<file path="src/rtl/gpio_io_bridge.sv">
// Board-side GPIO peer: debounced switch word in, decimal 7-segment display out.
// Display path uses a 32-step sequential double-dabble converter.
module gpio_io_bridge #(
  parameter int SW_WIDTH        = 18,
  parameter int DEBOUNCE_CYCLES = 16
) (
  input  logic                clk,
  input  logic                rst_n,
  input  logic [SW_WIDTH-1:0] sw_in,
  output logic [31:0]         gpio_in,
  input  logic [31:0]         gpio_out,
  output logic [6:0]          hex0,
  output logic [6:0]          hex1,
  output logic [6:0]          hex2,
  output logic [6:0]          hex3,
  output logic [6:0]          hex4,
  output logic [6:0]          hex5,
  output logic [6:0]          hex6,
  output logic [6:0]          hex7,
  output logic                busy,
  output logic                ovf
);

  localparam int CW = $clog2(DEBOUNCE_CYCLES);
  localparam logic [CW-1:0] CNT_MAX = CW'(DEBOUNCE_CYCLES - 1);

  localparam logic [1:0] IDLE  = 2'd0;
  localparam logic [1:0] SHIFT = 2'd1;
  localparam logic [1:0] DONE  = 2'd2;

  localparam logic [6:0] BLANK = 7'b1111111;
  localparam logic [6:0] ZERO  = 7'b1000000;

  logic [SW_WIDTH-1:0] sync1;
  logic [SW_WIDTH-1:0] sync2;
  logic [SW_WIDTH-1:0] cand;
  logic [CW-1:0]       db_cnt;

  always_ff @(posedge clk or negedge rst_n) begin
    if (!rst_n) begin
      sync1   <= '0;
      sync2   <= '0;
      cand    <= '0;
      db_cnt  <= '0;
      gpio_in <= '0;
    end else begin
      sync1 <= sw_in;
      sync2 <= sync1;
      if (sync2 != cand) begin
        cand   <= sync2;
        db_cnt <= '0;
      end else begin
        if (db_cnt != CNT_MAX) db_cnt <= db_cnt + 1'b1;
        if (db_cnt == CNT_MAX) gpio_in <= 32'(cand);
      end
    end
  end

  logic [1:0]  state;
  logic [31:0] bin;
  logic [39:0] bcd;
  logic [4:0]  sh_cnt;
  logic [31:0] cap;
  logic [31:0] last_val;
  logic [6:0]  hex_q [8];

  logic [39:0] adj;
  logic [71:0] shifted;

  always_comb begin
    adj = '0;
    for (int i = 0; i < 10; i++) begin
      adj[4*i +: 4] = (bcd[4*i +: 4] >= 4'd5) ?
                      bcd[4*i +: 4] + 4'd3 : bcd[4*i +: 4];
    end
  end

  assign shifted = {adj, bin} << 1;

  function automatic logic [6:0] seg(input logic [3:0] d);
    case (d)
      4'd0:    seg = 7'b1000000;
      4'd1:    seg = 7'b1111001;
      4'd2:    seg = 7'b0100100;
      4'd3:    seg = 7'b0110000;
      4'd4:    seg = 7'b0011001;
      4'd5:    seg = 7'b0010010;
      4'd6:    seg = 7'b0000010;
      4'd7:    seg = 7'b1111000;
      4'd8:    seg = 7'b0000000;
      4'd9:    seg = 7'b0010000;
      default: seg = BLANK;
    endcase
  endfunction

  logic       ovf_n;
  logic       seen;
  logic [6:0] disp [8];

  // Walk from the top digit down; once a nonzero digit is seen, all below show.
  always_comb begin
    ovf_n = |bcd[39:32];
    seen  = ovf_n;
    for (int i = 7; i >= 0; i--) begin
      seen    = seen | (bcd[4*i +: 4] != 4'd0) | (i == 0);
      disp[i] = seen ? seg(bcd[4*i +: 4]) : BLANK;
    end
  end

  always_ff @(posedge clk or negedge rst_n) begin
    if (!rst_n) begin
      state    <= IDLE;
      bin      <= '0;
      bcd      <= '0;
      sh_cnt   <= '0;
      cap      <= '0;
      last_val <= '0;
      busy     <= 1'b0;
      ovf      <= 1'b0;
      hex_q[0] <= ZERO;
      for (int i = 1; i < 8; i++) hex_q[i] <= BLANK;
    end else begin
      case (state)
        IDLE: begin
          if (gpio_out != last_val) begin
            bin    <= gpio_out;
            cap    <= gpio_out;
            bcd    <= '0;
            sh_cnt <= '0;
            busy   <= 1'b1;
            state  <= SHIFT;
          end
        end
        SHIFT: begin
          bcd    <= shifted[71:32];
          bin    <= shifted[31:0];
          sh_cnt <= sh_cnt + 1'b1;
          if (sh_cnt == 5'd31) state <= DONE;
        end
        DONE: begin
          for (int i = 0; i < 8; i++) hex_q[i] <= disp[i];
          last_val <= cap;
          ovf      <= ovf_n;
          busy     <= 1'b0;
          state    <= IDLE;
        end
        default: state <= IDLE;
      endcase
    end
  end

  assign hex0 = hex_q[0];
  assign hex1 = hex_q[1];
  assign hex2 = hex_q[2];
  assign hex3 = hex_q[3];
  assign hex4 = hex_q[4];
  assign hex5 = hex_q[5];
  assign hex6 = hex_q[6];
  assign hex7 = hex_q[7];

endmodule

</file>
<file path="config.mk">
export PLATFORM = sky130hd
export DESIGN_NAME = gpio_io_bridge
export DESIGN_NICKNAME = d
export VERILOG_FILES = /design/src/rtl/gpio_io_bridge.sv
export SDC_FILE = /design/constraint.sdc
export NUM_CORES = 1
export LEC_CHECK = 0
export CAP_MARGIN = 20
export CORE_MARGIN = 3
export CORE_UTILIZATION = 60
export DETAILED_ROUTE_END_ITERATION = 8
export GPL_ROUTABILITY_DRIVEN = 0
export HOLD_SLACK_MARGIN = 0.02
export PLACE_DENSITY = 0.82
export SYNTH_ARGS = -nofsm -noshare
export SYNTH_HDL_FRONTEND = slang
export SYNTH_SLANG_ARGS = --single-unit
</file>
<file path="constraint.sdc">
create_clock -name clk -period 3.5 [get_ports clk]
set_input_delay 0.7 -clock clk [delete_from_list [all_inputs] [get_ports clk]]
set_output_delay 0.7 -clock clk [all_outputs]
set_load 0.02 [all_outputs]
</file>
## Yosys cells after proc, flatten, opt, wreduce, memory -nomap -nowiden

Memory sizes are Yosys's and may differ from the RTL's. A register that Yosys moved wholly into a read port is not among the register bits.
Index checks and enable logic that the tools add are counted.

- Memory bits (read-only): 896
- Memories: 8
- Register bits: 270
- Input port bits: 52
- Word-level logic and storage cells: 115

- Reduce and logical (&&, ||, !) cells: 18
- Multiplexer cells: 30
- Order comparisons: 10
- Equal/unequal tests: 9
- Bitwise operators: 8
- $add $sub $neg: 12

Memories:

| name | words | bits a word | read ports | clocked after memory_dff | wr ports | RTL line | text |
|---|---|---|---|---|---|---|---|
| (name not given) | 16 | 7 | 1 | 0 | 0 | 81 | `case (d)` |
| (name not given) | 16 | 7 | 1 | 0 | 0 | 81 |  |
| (name not given) | 16 | 7 | 1 | 0 | 0 | 81 |  |
| (name not given) | 16 | 7 | 1 | 0 | 0 | 81 |  |
| (name not given) | 16 | 7 | 1 | 0 | 0 | 81 |  |
| (name not given) | 16 | 7 | 1 | 0 | 0 | 81 |  |
| +2 memories | -- | -- | -- | -- | -- | -- |  |

Operators by type and width:

| cell | number |
|---|---|
| 40-bit case mux with 2 select lines | 1 |
| 32-bit case mux with 2 select lines | 1 |
| 7-bit two-way mux | 7 |
| 4-bit two-way mux | 11 |
| 4-bit by 3-bit greater-or-equal comparator with 1-bit output, second input constant | 10 |
| 40-bit two-way mux | 1 |
| 4-bit by 2-bit adder with 4-bit output, second input constant | 9 |
| 32-bit two-way mux | 1 |
| 32-bit inequality test | 1 |
| 4-bit nonzero test | 7 |
| 18-bit inequality test | 1 |
| 5-bit case mux with 2 select lines | 1 |
| 2-bit AND reduction | 5 |
| 8-bit OR reduction | 1 |
| 1-bit bitwise OR | 7 |
| 2-bit nonzero test | 3 |
| 5-bit by 1-bit adder with 5-bit output, second input constant | 1 |
| 5-bit == test, second input constant | 1 |
| 5-bit two-way mux | 1 |
| 4-bit by 1-bit adder with 4-bit output, second input constant | 1 |
| 4-bit == test, second input constant | 1 |
| 2-bit two-way mux | 2 |
| 2-bit inequality test, second input constant | 2 |
| 4-bit inequality test, second input constant | 1 |
| other kinds (10) | 10 |

## Longest topological paths before layout

- Word-level depth: 9
- Mapped depth: 8
- Gate-level depth less buffers: 7

## Worst setup path after synthesis

OpenSTA, ideal clock, no wires.

- Kind: reg2reg
- From: register bcd[24]
- To: register hex_q (netlist bit hex2[0])
- Clock period less this slack: 2352 ps
- Path slack: 1148 ps
- Arrival: 2293 ps
- Cell stages (with the launch flop): 9
- Data required time: 3442 ps
- Path buffers: 1
- Path through: dfrtp_1 inv_1 ha_1 or3b_2 or4b_1 buf_6 nor3_4 a211o_4 o22a_2

- Longest elaborated chain between the ends: 7

RTL lines:

| what | RTL line | text |
|---|---|---|
| start, declared | 61 | `logic [39:0] bcd;` |
| start signal, assigned | 135 | `bcd <= shifted[71:32];` |
| 4-bit nonzero test | 105 | `seen = seen \| (bcd[4*i +: 4] != 4'd0) \| (i == 0);` |
| 1-bit bitwise OR (5 in series) | 105 |  |
| 7-bit two-way mux | 106 | `disp[i] = seen ? seg(bcd[4*i +: 4]) : BLANK;` |
| end, declared | 65 | `logic [6:0] hex_q [8];` |

Every way passes these cells.
A chain may end at the register's enable or synchronous reset.

## Worst setup path after layout

- From: register bcd[24]
- To: register hex_q (netlist bit hex1[6])

- Longest elaborated chain between the ends: 8

RTL lines:

| what | RTL line |
|---|---|
| 4-bit nonzero test | 105 |
| 1-bit bitwise OR (6 in series) | 105 |
| 7-bit two-way mux | 106 |

Every way passes these cells.

==> impl_results.md <==
- WS Path Type: flip-flop to flip-flop
- Clock transition at path regs: approximately 0.06 ns
- Post-DP HPWL: approximately 18000 µm
- Seq/Total Area, Yosys: 0.548
- Pre-CTS WS: between 0.6 and 0.7 ns
- # clock sinks: ~280
- Max Clk Rate: 360 MHz
- Setup violations, final: 0
- Antenna Violating Nets Remaining: 0
- Dominant cell type by area after synthesis: dfrtp_1
- Fin cells: between 1500 and 2000
- Worst min path class: primary input to asynchronous set/reset pin
- Crit path DAT: around 3.2 ns
- #FFs+latches synth: approximately 280
- Crit-path max FO: 7
- H-tree level count: 1
- Met2 wire len: about 14000 µm
- Syn_area_per_cell: ~11 µm²
- Wire length on met3: roughly 1400 µm
- IO Count: between 100 and 150
- Total power per unit cell area: ~590 nW/µm²
- Pwr Total: 9000 µW
- Max-slew violation count: 0
- Drt pass-1 iters: 5
- CTS resizes: 0
- Nets@finish: around 1400
- Mapped cell area: between 10000 and 15000 µm²
- Chip Width: 152 µm
- Top Layer Used: met4
- WP data required: 3.97 ns
- Area Growth Syn to Fin: 18.6%
- Vias: 9250
- Die Footprint: approximately 23000 µm²
- Async set-or-reset flop fraction in the synthesized netlist: 1.00
- Post-synthesis compound-gate area fraction: 0.133
- Die H: around 150 µm
- Yosys synthesis warning count: 0
- Post-synthesis mux area share: 0.0466
- GRT overflow: 0
- Maximum VDD drop: approximately 0.33 mV
- Final hold vios: 0
- IO Port Bufs: roughly 130
- Crit start category: flip-flop
- Wire length per cell: about 18 µm
- Placed Cells: approximately 1500
- Max-cap viol count: 0
- CTS tree: done
- DP Area: 14200 µm²
- Cts hold-fix bufs: 0
- WL met1: between 10000 and 15000 µm
- Initial DRC count: slightly below 600
- Layout cells sized above 1: 0.139
- Tot GR Track Use: 0.244
- Largest net degree at the start of global routing: 102
- # diodes: 0
- Period utilisation layout: 0.794
- Root Buffer: clkbuf_16
- Initial Utilization: 0.621
- Crit path time final: around 2.8 ns
- Drc violations: 0
- Avg Vias per Cell: 5.81
- Leakage: 0.00668 µW
- RSZ-0062 raised after global routing: false
- Commonest cells post-synth: 227 x dfrtp_1, 178 x nand2_1, 80 x nor2_1
- Setup WS post-layout: 0.723 ns
- Area fraction of the dominant cell type after synthesis: 0.445
- Latest clock arrival within the worst-skew pair: about 0.55 ns
- Initial antenna violation count: 0
- Largest cells by area after synthesis: dfrtp_1 44%, dfstp_2 10%, nand2_1 5.2%
- Synthesized-area fraction occupied by xor and xnor cells: 0.0439
- Num rows: 52
- Post-Synth Simple-Gate Area: 0.130
- EDFF count, synth: 0
- CP endpoint kind: flip-flop
- Post-route setup TNS: 0 ns
- Largest family of logic cells by synthesized area: compound AO/OA/AOI/OAI gates
- Post-synth top flop: dfrtp_1
- Adder-cell share of the synthesized area: 0.0510
- Worst Tran Pin Value: approximately 0.96 ns
- Cells after synthesis: 1209
- Placeable Area: 20600 µm²
- Num CTS Buffers: 28
- WL final: approximately 28000 µm
- Status: finished clean
- Setup Buffers After CTS: 0
- Vias in the first global route: between 9000 and 10000
- Count leader, synth: dfrtp_1
- Worst reg2reg path depth: 7
- Cell variety after synth: 54
- Global-route wire length before repair: between 40000 and 50000 µm
- Clock buffer depth: 3
- Rel. slew slack: 0.361
- Final instance area: 15100 µm²
- Setup Skew: roughly 0.027 ns
==> worst paths after layout <==
check / startpoint / end / slack [ns]
max in group asynchronous: rst_n / hex3[2]$_DFFE_PN1P_ / 2.39
worst min-delay path: rst_n / gpio_in[10]$_DFFE_PN0P_ / 0.17
worst max register to register: bcd[24]$_DFFE_PN0P_ / hex1[6]$_DFFE_PN1P_ / 0.72
worst max-delay path: bcd[24]$_DFFE_PN0P_ / hex1[6]$_DFFE_PN1P_ / 0.72
min in group clk: sync1[1]$_DFF_PN0_ / sync2[1]$_DFF_PN0_ / 0.35
worst min register to register: sync1[1]$_DFF_PN0_ / sync2[1]$_DFF_PN0_ / 0.35
==> state kept, by name (all words and copies together) (netlist names), 7 cells and up <==
signal,flops
bcd,40
bin,32
cand,18
cap,32
gpio_in,18
hex0,7
hex1,7
hex2,7
hex3,7
hex4,7
hex5,7
hex6,7
hex7,7
last_val,32
sync1,18
sync2,18
==> cells in the final DEF, fill, tap and decap left out, types with 23 or more instances in the layout <==
cell type,count
clkdlybuf4s50_1,126
clkbuf_16,28
dfrtp_1,227
ha_1,52
xnor2_1,46
nor2_1,80
and3_1,34
o21ai_0,46
a21oi_1,74
inv_1,48
a221o_1,31
nand2_1,176
mux2_2,51
o22ai_1,31
dfstp_2,50
o22a_1,23
==> final cells by class <==
class                   instances  area [µm²]
multi-input cells             801        5240
clock inverters                 7         110
fillers                      1375        5410
well taps                     270         338
clock buffers                  41         810
inverters                      48         180
flip-flops and latches        277        6990
repair buffers                147        1480
==> through the flow <==
| step | utilization | hold slack, ns |
|---|---|---|
| 6_report | 0.737 | 0.172 |
| 5_1_grt | 0.737 | 0.207 |
| 4_1_cts | 0.737 | 0.198 |
| 3_5_place_dp | 0.692 | 0.335 |
| 3_3_place_gp | 0.692 | 0.332 |
| 2_1_floorplan | - | 0.331 |
==> cells by family after synthesis <==
kind of cell / after synthesis
XOR/XNOR: 64
AO/OA/AOI/OAI: 253
flip-flops: 277
AND/OR/NAND/NOR: 365
adder cells (fa/ha/maj): 52
other: 1
buffers and inverters: 144
multiplexers: 53
==> metal layers <==
metal / vias up / global-route usage
met4: 0 / 0.0706
li1: 4318 / -
met1: 4590 / 0.322
met3: 64 / 0.0350
met2: 278 / 0.426
met5: - / 0
==> worst max-delay path, cell delays in order, from the launching register on <==
cell and delay, ns:
dfrtp_1 0.44, inv_1 0.16, ha_1 0.18, or3b_2 0.43
or4b_1 0.70, nor3_4 0.43, nand4b_1 0.24, nand2_1 0.13
==> report_power, final <==
group / internal (µW) / total (µW) / switching (µW)
Sequential: 3890 / 4200 / 309
Clock: 1750 / 2950 / 1200
Combinational: 948 / 1850 / 901
Total: 6580 / 9000 / 2410
Power figures use the tool's default switching activity.
